$ cat src/rtl/fwdc_pkg.sv
// rtl/fwdc_pkg.sv - Width derivation helpers shared by the wide-to-narrow FIFO converter
package fwdc_pkg;

  function automatic int fwdc_clog2(input int value);
    int result;
    result = 0;
    for (int v = value - 1; v > 0; v = v >> 1) begin
      result = result + 1;
    end
    return result;
  endfunction

  function automatic int fwdc_ratio(input int in_w, input int out_w);
    return (out_w > 0) ? (in_w / out_w) : 1;
  endfunction

  // One extra bit so a lane count equal to RATIO is representable.
  function automatic int fwdc_lane_cw(input int in_w, input int out_w);
    return fwdc_clog2(fwdc_ratio(in_w, out_w)) + 1;
  endfunction

  function automatic int fwdc_idx_w(input int in_w, input int out_w);
    int w;
    w = fwdc_clog2(fwdc_ratio(in_w, out_w));
    return (w < 1) ? 1 : w;
  endfunction

  localparam int FWDC_DEF_IN_W  = 256;
  localparam int FWDC_DEF_OUT_W = 64;

  typedef logic [fwdc_idx_w(FWDC_DEF_IN_W, FWDC_DEF_OUT_W)-1:0] lane_idx_t;

endpackage

$ cat src/rtl/fifo_width_down_conv_if.sv
// rtl/fifo_width_down_conv_if.sv - Word-in / lane-out handshake bundle for fifo_width_down_conv
interface fifo_width_down_conv_if
  import fwdc_pkg::*;
#(
  parameter int IN_W  = 256,
  parameter int OUT_W = 64
) ();

  localparam int LANE_CW = fwdc_lane_cw(IN_W, OUT_W);

  logic               s_valid;
  logic               s_ready;
  logic [IN_W-1:0]    s_data;
  logic [LANE_CW-1:0] s_lanes;

  logic               m_valid;
  logic               m_ready;
  logic [OUT_W-1:0]   m_data;
  logic               m_last;

  // master drives words in and lane acceptance; slave is the converter itself.
  modport master (
    output s_valid, s_data, s_lanes, m_ready,
    input  s_ready, m_valid, m_data, m_last
  );

  modport slave (
    input  s_valid, s_data, s_lanes, m_ready,
    output s_ready, m_valid, m_data, m_last
  );

endinterface

$ cat src/rtl/sync_fifo_ram.sv
// rtl/sync_fifo_ram.sv - Synchronous word FIFO with head-of-queue read, occupancy and full/empty
module sync_fifo_ram #(
  parameter int DATA_W = 256,
  parameter int ADDR_W = 4
) (
  input  logic              clk,
  input  logic              rst,
  input  logic              i_wr_en,
  input  logic [DATA_W-1:0] i_wr_data,
  input  logic              i_rd_en,
  output logic [DATA_W-1:0] o_rd_data,
  output logic [ADDR_W:0]   o_fill_level,
  output logic [ADDR_W:0]   o_fill_next,
  output logic              o_full,
  output logic              o_empty
);

  localparam int DEPTH = 2 ** ADDR_W;
  localparam int CW    = ADDR_W + 1;

  logic [DATA_W-1:0] r_mem [DEPTH];
  logic [ADDR_W-1:0] r_wr_ptr;
  logic [ADDR_W-1:0] r_rd_ptr;
  logic [ADDR_W:0]   r_count;
  logic              w_wr;
  logic              w_rd;

  assign o_full  = (r_count == CW'(DEPTH));
  assign o_empty = (r_count == '0);

  // Gated here as well so a careless caller can never corrupt the pointers.
  assign w_wr = i_wr_en & ~o_full;
  assign w_rd = i_rd_en & ~o_empty;

  assign o_rd_data    = r_mem[r_rd_ptr];
  assign o_fill_level = r_count;
  assign o_fill_next  = r_count + CW'(w_wr) - CW'(w_rd);

  always_ff @(posedge clk) begin
    if (w_wr) begin
      r_mem[r_wr_ptr] <= i_wr_data;
    end
  end

  always_ff @(posedge clk) begin
    if (rst) begin
      r_wr_ptr <= '0;
      r_rd_ptr <= '0;
      r_count  <= '0;
    end else begin
      if (w_wr) begin
        r_wr_ptr <= r_wr_ptr + ADDR_W'(1);
      end
      if (w_rd) begin
        r_rd_ptr <= r_rd_ptr + ADDR_W'(1);
      end
      r_count <= o_fill_next;
    end
  end

endmodule

$ cat src/rtl/fifo_width_down_conv.sv
// rtl/fifo_width_down_conv.sv - Buffered IN_W-to-OUT_W stream converter, LSB lane first, with watermarks
// Optional FWDC_PARTIAL_EN: store s_lanes per word and stop each word at its last valid lane.
module fifo_width_down_conv
  import fwdc_pkg::*;
#(
  parameter int IN_W     = 256,
  parameter int OUT_W    = 64,
  parameter int ADDR_W   = 4,
  parameter int LOW_THR  = 1,
  parameter int HIGH_THR = 12
) (
  input  logic                  clk,
  input  logic                  rst,
  fifo_width_down_conv_if.slave bus,
  output logic [ADDR_W:0]       o_fill_level,
  output logic                  o_need_data,
  output logic                  o_no_need_data,
  output logic                  o_overflow
);

  localparam int RATIO   = fwdc_ratio(IN_W, OUT_W);
  localparam int LANE_CW = fwdc_lane_cw(IN_W, OUT_W);
  localparam int IDX_W   = fwdc_idx_w(IN_W, OUT_W);
  localparam int DEPTH   = 2 ** ADDR_W;
`ifdef FWDC_PARTIAL_EN
  localparam int ENTRY_W = IN_W + LANE_CW;
`else
  localparam int ENTRY_W = IN_W;
`endif

  if ((OUT_W <= 0) || (IN_W % OUT_W != 0)) begin : g_bad_ratio
    $error("fifo_width_down_conv: IN_W (%0d) must be a multiple of OUT_W (%0d)", IN_W, OUT_W);
  end
  if (!((LOW_THR < HIGH_THR) && (HIGH_THR <= DEPTH))) begin : g_bad_thr
    $error("fifo_width_down_conv: need LOW_THR (%0d) < HIGH_THR (%0d) <= %0d", LOW_THR, HIGH_THR, DEPTH);
  end

  logic [ENTRY_W-1:0] w_wr_entry;
  logic [ENTRY_W-1:0] w_rd_entry;
  logic [IN_W-1:0]    w_rd_word;
  logic [ADDR_W:0]    w_fill_next;
  logic               w_full;
  logic               w_empty;
  logic               w_push;
  logic               w_load;
  logic               w_fire;
  logic               w_last;
  logic [IDX_W-1:0]   w_load_last;

  logic [IN_W-1:0]    r_hold_word;
  logic               r_hold_vld;
  logic [IDX_W-1:0]   r_lane_idx;
  logic [IDX_W-1:0]   r_last_idx;
  logic               r_need_data;
  logic               r_no_need_data;
  logic               r_overflow;

`ifdef FWDC_PARTIAL_EN
  logic [LANE_CW-1:0] w_rd_lanes;

  assign w_wr_entry = {bus.s_lanes, bus.s_data};
  assign w_rd_lanes = w_rd_entry[IN_W +: LANE_CW];

  // Zero (or an out-of-range count) means a full word.
  always_comb begin
    w_load_last = IDX_W'(RATIO - 1);
    if ((w_rd_lanes != '0) && (int'(w_rd_lanes) <= RATIO)) begin
      w_load_last = IDX_W'(int'(w_rd_lanes) - 1);
    end
  end
`else
  logic w_unused_lanes;

  assign w_unused_lanes = ^bus.s_lanes;
  assign w_wr_entry     = bus.s_data;
  assign w_load_last    = IDX_W'(RATIO - 1);
`endif

  assign w_rd_word = w_rd_entry[IN_W-1:0];
  assign w_push    = bus.s_valid & ~w_full;

  sync_fifo_ram #(
    .DATA_W (ENTRY_W),
    .ADDR_W (ADDR_W)
  ) u_fifo (
    .clk          (clk),
    .rst          (rst),
    .i_wr_en      (w_push),
    .i_wr_data    (w_wr_entry),
    .i_rd_en      (w_load),
    .o_rd_data    (w_rd_entry),
    .o_fill_level (o_fill_level),
    .o_fill_next  (w_fill_next),
    .o_full       (w_full),
    .o_empty      (w_empty)
  );

  assign w_fire = r_hold_vld & bus.m_ready;
  assign w_last = r_hold_vld & (r_lane_idx == r_last_idx);
  // Reload on the same edge the last lane leaves so words follow each other without a gap.
  assign w_load = ~w_empty & (~r_hold_vld | (w_fire & w_last));

  assign bus.s_ready = ~w_full;
  assign bus.m_valid = r_hold_vld;
  assign bus.m_data  = r_hold_word[int'(r_lane_idx) * OUT_W +: OUT_W];
  assign bus.m_last  = w_last;

  always_ff @(posedge clk) begin
    if (rst) begin
      r_hold_word <= '0;
      r_hold_vld  <= 1'b0;
      r_lane_idx  <= '0;
      r_last_idx  <= '0;
    end else if (w_load) begin
      r_hold_word <= w_rd_word;
      r_hold_vld  <= 1'b1;
      r_lane_idx  <= '0;
      r_last_idx  <= w_load_last;
    end else if (w_fire) begin
      if (w_last) begin
        r_hold_vld <= 1'b0;
        r_lane_idx <= '0;
      end else begin
        r_lane_idx <= r_lane_idx + IDX_W'(1);
      end
    end
  end

  // Flags track the occupancy that fill_level will show after this edge, keeping the two aligned.
  always_ff @(posedge clk) begin
    if (rst) begin
      r_need_data    <= 1'b1;
      r_no_need_data <= 1'b0;
      r_overflow     <= 1'b0;
    end else begin
      r_need_data    <= (int'(w_fill_next) <= LOW_THR);
      r_no_need_data <= (int'(w_fill_next) >= HIGH_THR);
      r_overflow     <= r_overflow | (bus.s_valid & w_full);
    end
  end

  assign o_need_data    = r_need_data;
  assign o_no_need_data = r_no_need_data;
  assign o_overflow     = r_overflow;

endmodule
$ cat src/flat_wrapper.sv
// flat-port wrapper written by rule: the top's interface ports become plain ports
module fifo_width_down_conv_flat import fwdc_pkg::*;
#(
  parameter int IN_W     = 256,
  parameter int OUT_W    = 64,
  parameter int ADDR_W   = 4,
  parameter int LOW_THR  = 1,
  parameter int HIGH_THR = 12
)
  (clk, rst, o_fill_level, o_need_data, o_no_need_data, o_overflow, bus_s_valid, bus_s_data, bus_s_lanes, bus_m_ready, bus_s_ready, bus_m_valid, bus_m_data, bus_m_last);
  fifo_width_down_conv_if #(.IN_W(IN_W), .OUT_W(OUT_W)) bus_i ();
  input  logic clk;
  input  logic rst;
  output logic [ADDR_W:0] o_fill_level;
  output logic o_need_data;
  output logic o_no_need_data;
  output logic o_overflow;
  input wire logic [$bits(bus_i.s_valid)-1:0] bus_s_valid;
  input wire logic [$bits(bus_i.s_data)-1:0] bus_s_data;
  input wire logic [$bits(bus_i.s_lanes)-1:0] bus_s_lanes;
  input wire logic [$bits(bus_i.m_ready)-1:0] bus_m_ready;
  output wire logic [$bits(bus_i.s_ready)-1:0] bus_s_ready;
  output wire logic [$bits(bus_i.m_valid)-1:0] bus_m_valid;
  output wire logic [$bits(bus_i.m_data)-1:0] bus_m_data;
  output wire logic [$bits(bus_i.m_last)-1:0] bus_m_last;
  assign bus_i.s_valid = bus_s_valid;
  assign bus_i.s_data = bus_s_data;
  assign bus_i.s_lanes = bus_s_lanes;
  assign bus_i.m_ready = bus_m_ready;
  assign bus_s_ready = bus_i.s_ready;
  assign bus_m_valid = bus_i.m_valid;
  assign bus_m_data = bus_i.m_data;
  assign bus_m_last = bus_i.m_last;
  fifo_width_down_conv #(.IN_W(IN_W), .OUT_W(OUT_W), .ADDR_W(ADDR_W), .LOW_THR(LOW_THR), .HIGH_THR(HIGH_THR)) u_core (.clk(clk), .rst(rst), .bus(bus_i), .o_fill_level(o_fill_level), .o_need_data(o_need_data), .o_no_need_data(o_no_need_data), .o_overflow(o_overflow));
endmodule
$ cat config.mk
export PLATFORM = sky130hd
export DESIGN_NAME = fifo_width_down_conv_flat
export DESIGN_NICKNAME = d
export VERILOG_FILES = /design/src/rtl/fwdc_pkg.sv /design/src/rtl/fifo_width_down_conv_if.sv /design/src/rtl/sync_fifo_ram.sv /design/src/rtl/fifo_width_down_conv.sv /design/src/flat_wrapper.sv
export SDC_FILE = /design/constraint.sdc
export NUM_CORES = 2
export LEC_CHECK = 0
export CORE_MARGIN = 1.5
export CORE_UTILIZATION = 62
export CTS_CLUSTER_SIZE = 25
export DETAILED_ROUTE_END_ITERATION = 12
export GPL_ROUTABILITY_DRIVEN = 0
export PLACE_DENSITY = 0.79
export SLEW_MARGIN = 20
export SYNTH_ARGS = -nofsm -noshare
export SYNTH_HDL_FRONTEND = slang
export SYNTH_HIERARCHICAL = 1
export SYNTH_SLANG_ARGS = --single-unit
$ cat constraint.sdc
create_clock -name clk -period 39.4 [get_ports clk]
set_input_delay 5.91 -clock clk [delete_from_list [all_inputs] [get_ports clk]]
set_output_delay 5.91 -clock clk [all_outputs]
set_load 0.02 [all_outputs]
==> impl_results.rst <==
.. list-table::
   :header-rows: 1

   * - Metric
     - Value
   * - Number of buffers inserted by port buffering
     - ~330
   * - Final hold viol count
     - 0
   * - Wire length reported by the detailed router
     - ~460,000 um
   * - DR DRC count
     - 0
   * - Area growth, synth to finish
     - 12.57%
   * - Synth area leaders
     - edfxtp_1, mux4_2, dfxtp_1, a22oi_1, nand2_1
   * - Io pins
     - 338
   * - Synth top area share
     - 0.7464
   * - Share of synthesized flip-flops with an asynchronous set or reset
     - 0
   * - Final number of max-transition violations
     - 0
   * - Routed via count
     - 86,490
   * - Post-cts resize count
     - 0
   * - Basic-gate share of the synthesized area counting and, or, nand and nor cells
     - 0.02212
   * - Maximum number of pins on one net before global-route repair
     - 152
   * - Final Core Density
     - 0.7004
   * - H-tree depth
     - 5
   * - CP Capture Type
     - register
   * - Largest area contributor in the netlist
     - edfxtp_1
   * - Commonest cells post-synth
     - edfxtp_1, mux4_2, nand2_1
   * - Overall power of the completed layout
     - ~12,000 uW
   * - Critical Path Source Type
     - primary input
   * - Time the final worst path needs with I/O delays and setup
     - about 10 ns
   * - Inserted Clock Buffers
     - between 400 and 500
   * - Maximum clock path buffer count
     - 4
   * - Run status
     - finished, final reports clean
   * - Total Neg Setup Slack
     - 0 ns
   * - Half-perimeter wire length after detailed placement
     - 237,700 um
   * - Sequential Area
     - about 130,000 sq um
   * - Unrepaired setup endpoints after global routing
     - no
   * - Die outline area
     - 268,900 sq um
   * - Post-Synthesis Cells
     - just under 8,000
   * - Placeable Area
     - about 260,000 sq um
   * - Die height
     - just over 500 um
   * - Arrival time worst endpoint
     - ~11 ns
   * - Synth Net Count
     - 8,136
   * - Wire per inst
     - 37.22 um
   * - GRT Resource Usage Total
     - 0.3383
   * - Fin Clk Skew
     - 0.06820 ns
   * - Relative slew slack
     - 0.1415
   * - Horizontal die dimension
     - approximately 520 um
   * - Vias in the first global route
     - 86,630
   * - Area of the multi-input gates
     - approximately 34,000 sq um
   * - Multiplexer area fraction after synthesis
     - 0.1468
   * - Filler Cells Inserted
     - approximately 15,000
   * - Number of nets in the layout
     - ~8,600
   * - Number of enable flip-flop cells after synthesis
     - just over 4,000
   * - Total power divided by cell area
     - 65.90 nW/um^2
   * - Number of max-cap violations
     - 0
   * - 1st-pass router iterations
     - 8
   * - Path class of the lowest-slack min-delay path
     - register to register
   * - Pin slew with the least headroom to its limit
     - around 1.3 ns
   * - Syn. warnings
     - 6
   * - Ratio of routed vias to standard cells
     - ~7
   * - Clock tree root driver cell
     - clkbuf_16
   * - Total of endpoints with negative setup slack in the final report
     - 0
   * - First-pass GRT wire length
     - 638,400 um
   * - Starting density of the core
     - 0.6222
   * - Layout cells sized above 1
     - 0.2059
   * - Seq/Total Area, Yosys
     - 0.7804
   * - Cell with the most instances after synthesis
     - edfxtp_1
   * - Total of flip-flops plus latches after synthesis
     - ~4,400
   * - Mean area per synthesized cell
     - between 20 and 25 sq um
   * - Post-synthesis cell area
     - ~160,000 sq um
   * - Combinational family with the most area after synthesis
     - multiplexers
   * - Total number of placement rows
     - 189
   * - Maximum vdd ir drop
     - 55.79 uV
   * - Maximum clock frequency
     - 96.98 MHz
   * - Distinct cell type count after synthesis
     - between 40 and 50
   * - Number of clock sinks
     - around 4,400
   * - Residual antenna-violating net count after detailed routing
     - 0
   * - Post-route setup slack
     - 29.09 ns
   * - Post-synthesis compound-gate area fraction
     - 0.03397
   * - Total of hold buffers inserted after clock tree synthesis
     - 0
   * - Number of setup buffers added after CTS
     - 0
   * - GR Overflow Total
     - 0
   * - Worst-path maximum fanout
     - 44
   * - Crit path kind
     - primary input to register
   * - DRC violation total after the first TritonRoute iteration
     - around 13,000
   * - Required time of the critical path
     - ~40 ns
   * - Post-Place Worst Slack
     - roughly 28 ns
   * - Post-synth top flop
     - edfxtp_1
   * - Synth Area in Adders
     - 0.0009566
   * - Leakage power figure
     - approximately 0.057 uW
   * - Clock insertion delay at the later pin of the skew report
     - roughly 0.95 ns
   * - Clock tree from TritonCTS
     - built
   * - Minimum hold slack
     - approximately 0.46 ns
   * - Clock slew seen by the registers of the worst setup and hold paths
     - 0.06 ns
   * - Fraction of synthesized cell area in xor and xnor cells
     - 0.0005846
   * - Number of antenna violations at the first check in global routing
     - ~100
   * - Period Utilization, post-route
     - 0.2617
==> per-layer routing <==
layer	vias to the layer above	share of wire	GRT usage
met5	-	0.00080	0
met4	56	0.065	0.1977
met3	1224	0.13	0.09408
met2	6711	0.47	0.5268
met1	45110	0.33	0.4315
li1	33390	-	-
==> metrics by stage <==
step                      area [sq um]  std cells
after CTS                       185400      12190
final                           185500      12240
after detailed placement        171800      11420
after global routing            185500      12220
after floorplan                 164800       7861
after global placement          171800      11420
==> report_power, final <==
group          internal [uW]  switching [uW]  leakage [uW]
registers               5390             172        0.0393
logic                    992            1670        0.0114
clock network           2270            1730       0.00665
==> layout make-up <==
cell class                 count  area share
sequential                  4376      0.6934
clock inverter               240     0.01292
antenna                       53   0.0007149
timing repair buffer         489     0.02571
clock buffer                 532     0.06040
multi-input combinational   2999      0.1826
tap                         3533     0.02383
inverter                      19   0.0004519
==> worst paths after layout <==
path | slack [ns] | cells after the start | startpoint | endpoint
min reg2reg | 0.46 | 2 | u_core/r_hold_word[180]$_SDFFE_PP0P_ | u_core/r_hold_word[180]$_SDFFE_PP0P_
max | 29.09 | 8 | bus_s_valid | u_core/u_fifo/r_mem[15][61]$_DFFE_PP_
max reg2reg | 33.09 | 10 | register | u_core/r_hold_word[121]$_SDFFE_PP0P_
min | 0.46 | 2 | u_core/r_hold_word[180]$_SDFFE_PP0P_ | u_core/r_hold_word[180]$_SDFFE_PP0P_
==> state kept, by name (all words and copies together) (netlist names), named ones only <==
register / count
u_core/u_fifo/r_wr_ptr: 4
u_core/bus.m_valid: 1
u_core/u_fifo/r_rd_ptr: 4
u_core/o_no_need_data: 1
u_core/u_fifo/o_fill_level: 5
u_core/u_fifo/r_mem: 4096
u_core/o_overflow: 1
u_core/r_lane_idx: 2
u_core/r_last_idx: 1
u_core/r_hold_word: 256
u_core/o_need_data: 1
==> placed cells by master, fill, tap and decap left out, drive strengths merged, types with 53 or more instances in the layout <==
cell type / count
clkbuf: 532
mux2i: 257
edfxtp: 4096
clkinv: 173
buf: 156
clkdlybuf4s50: 333
nor2: 72
o22ai: 102
diode: 53
mux4: 960
nand2: 724
a22oi: 474
dfxtp: 280
a21oi: 265
nand3: 72
==> kinds of logic (layout without fill, tap and decap cells) <==
logic type,after synthesis,in the layout
flops,4376,4376
mux,1217,1217
simple gates,913,913
compound gates,846,846
buf+inv,486,1280
fa+ha+maj,12,12
xor+xnor,11,11
other cells,0,53
==> critical path: stages <==
cell and delay, ns:
clkdlybuf4s50_1 0.48, nor2b_1 0.21, and2_1 0.28, nand3_1 0.38, nor2_4 0.88, buf_4 0.68, buf_4 0.95, buf_4 0.81
(Power assumes the default switching activity.)
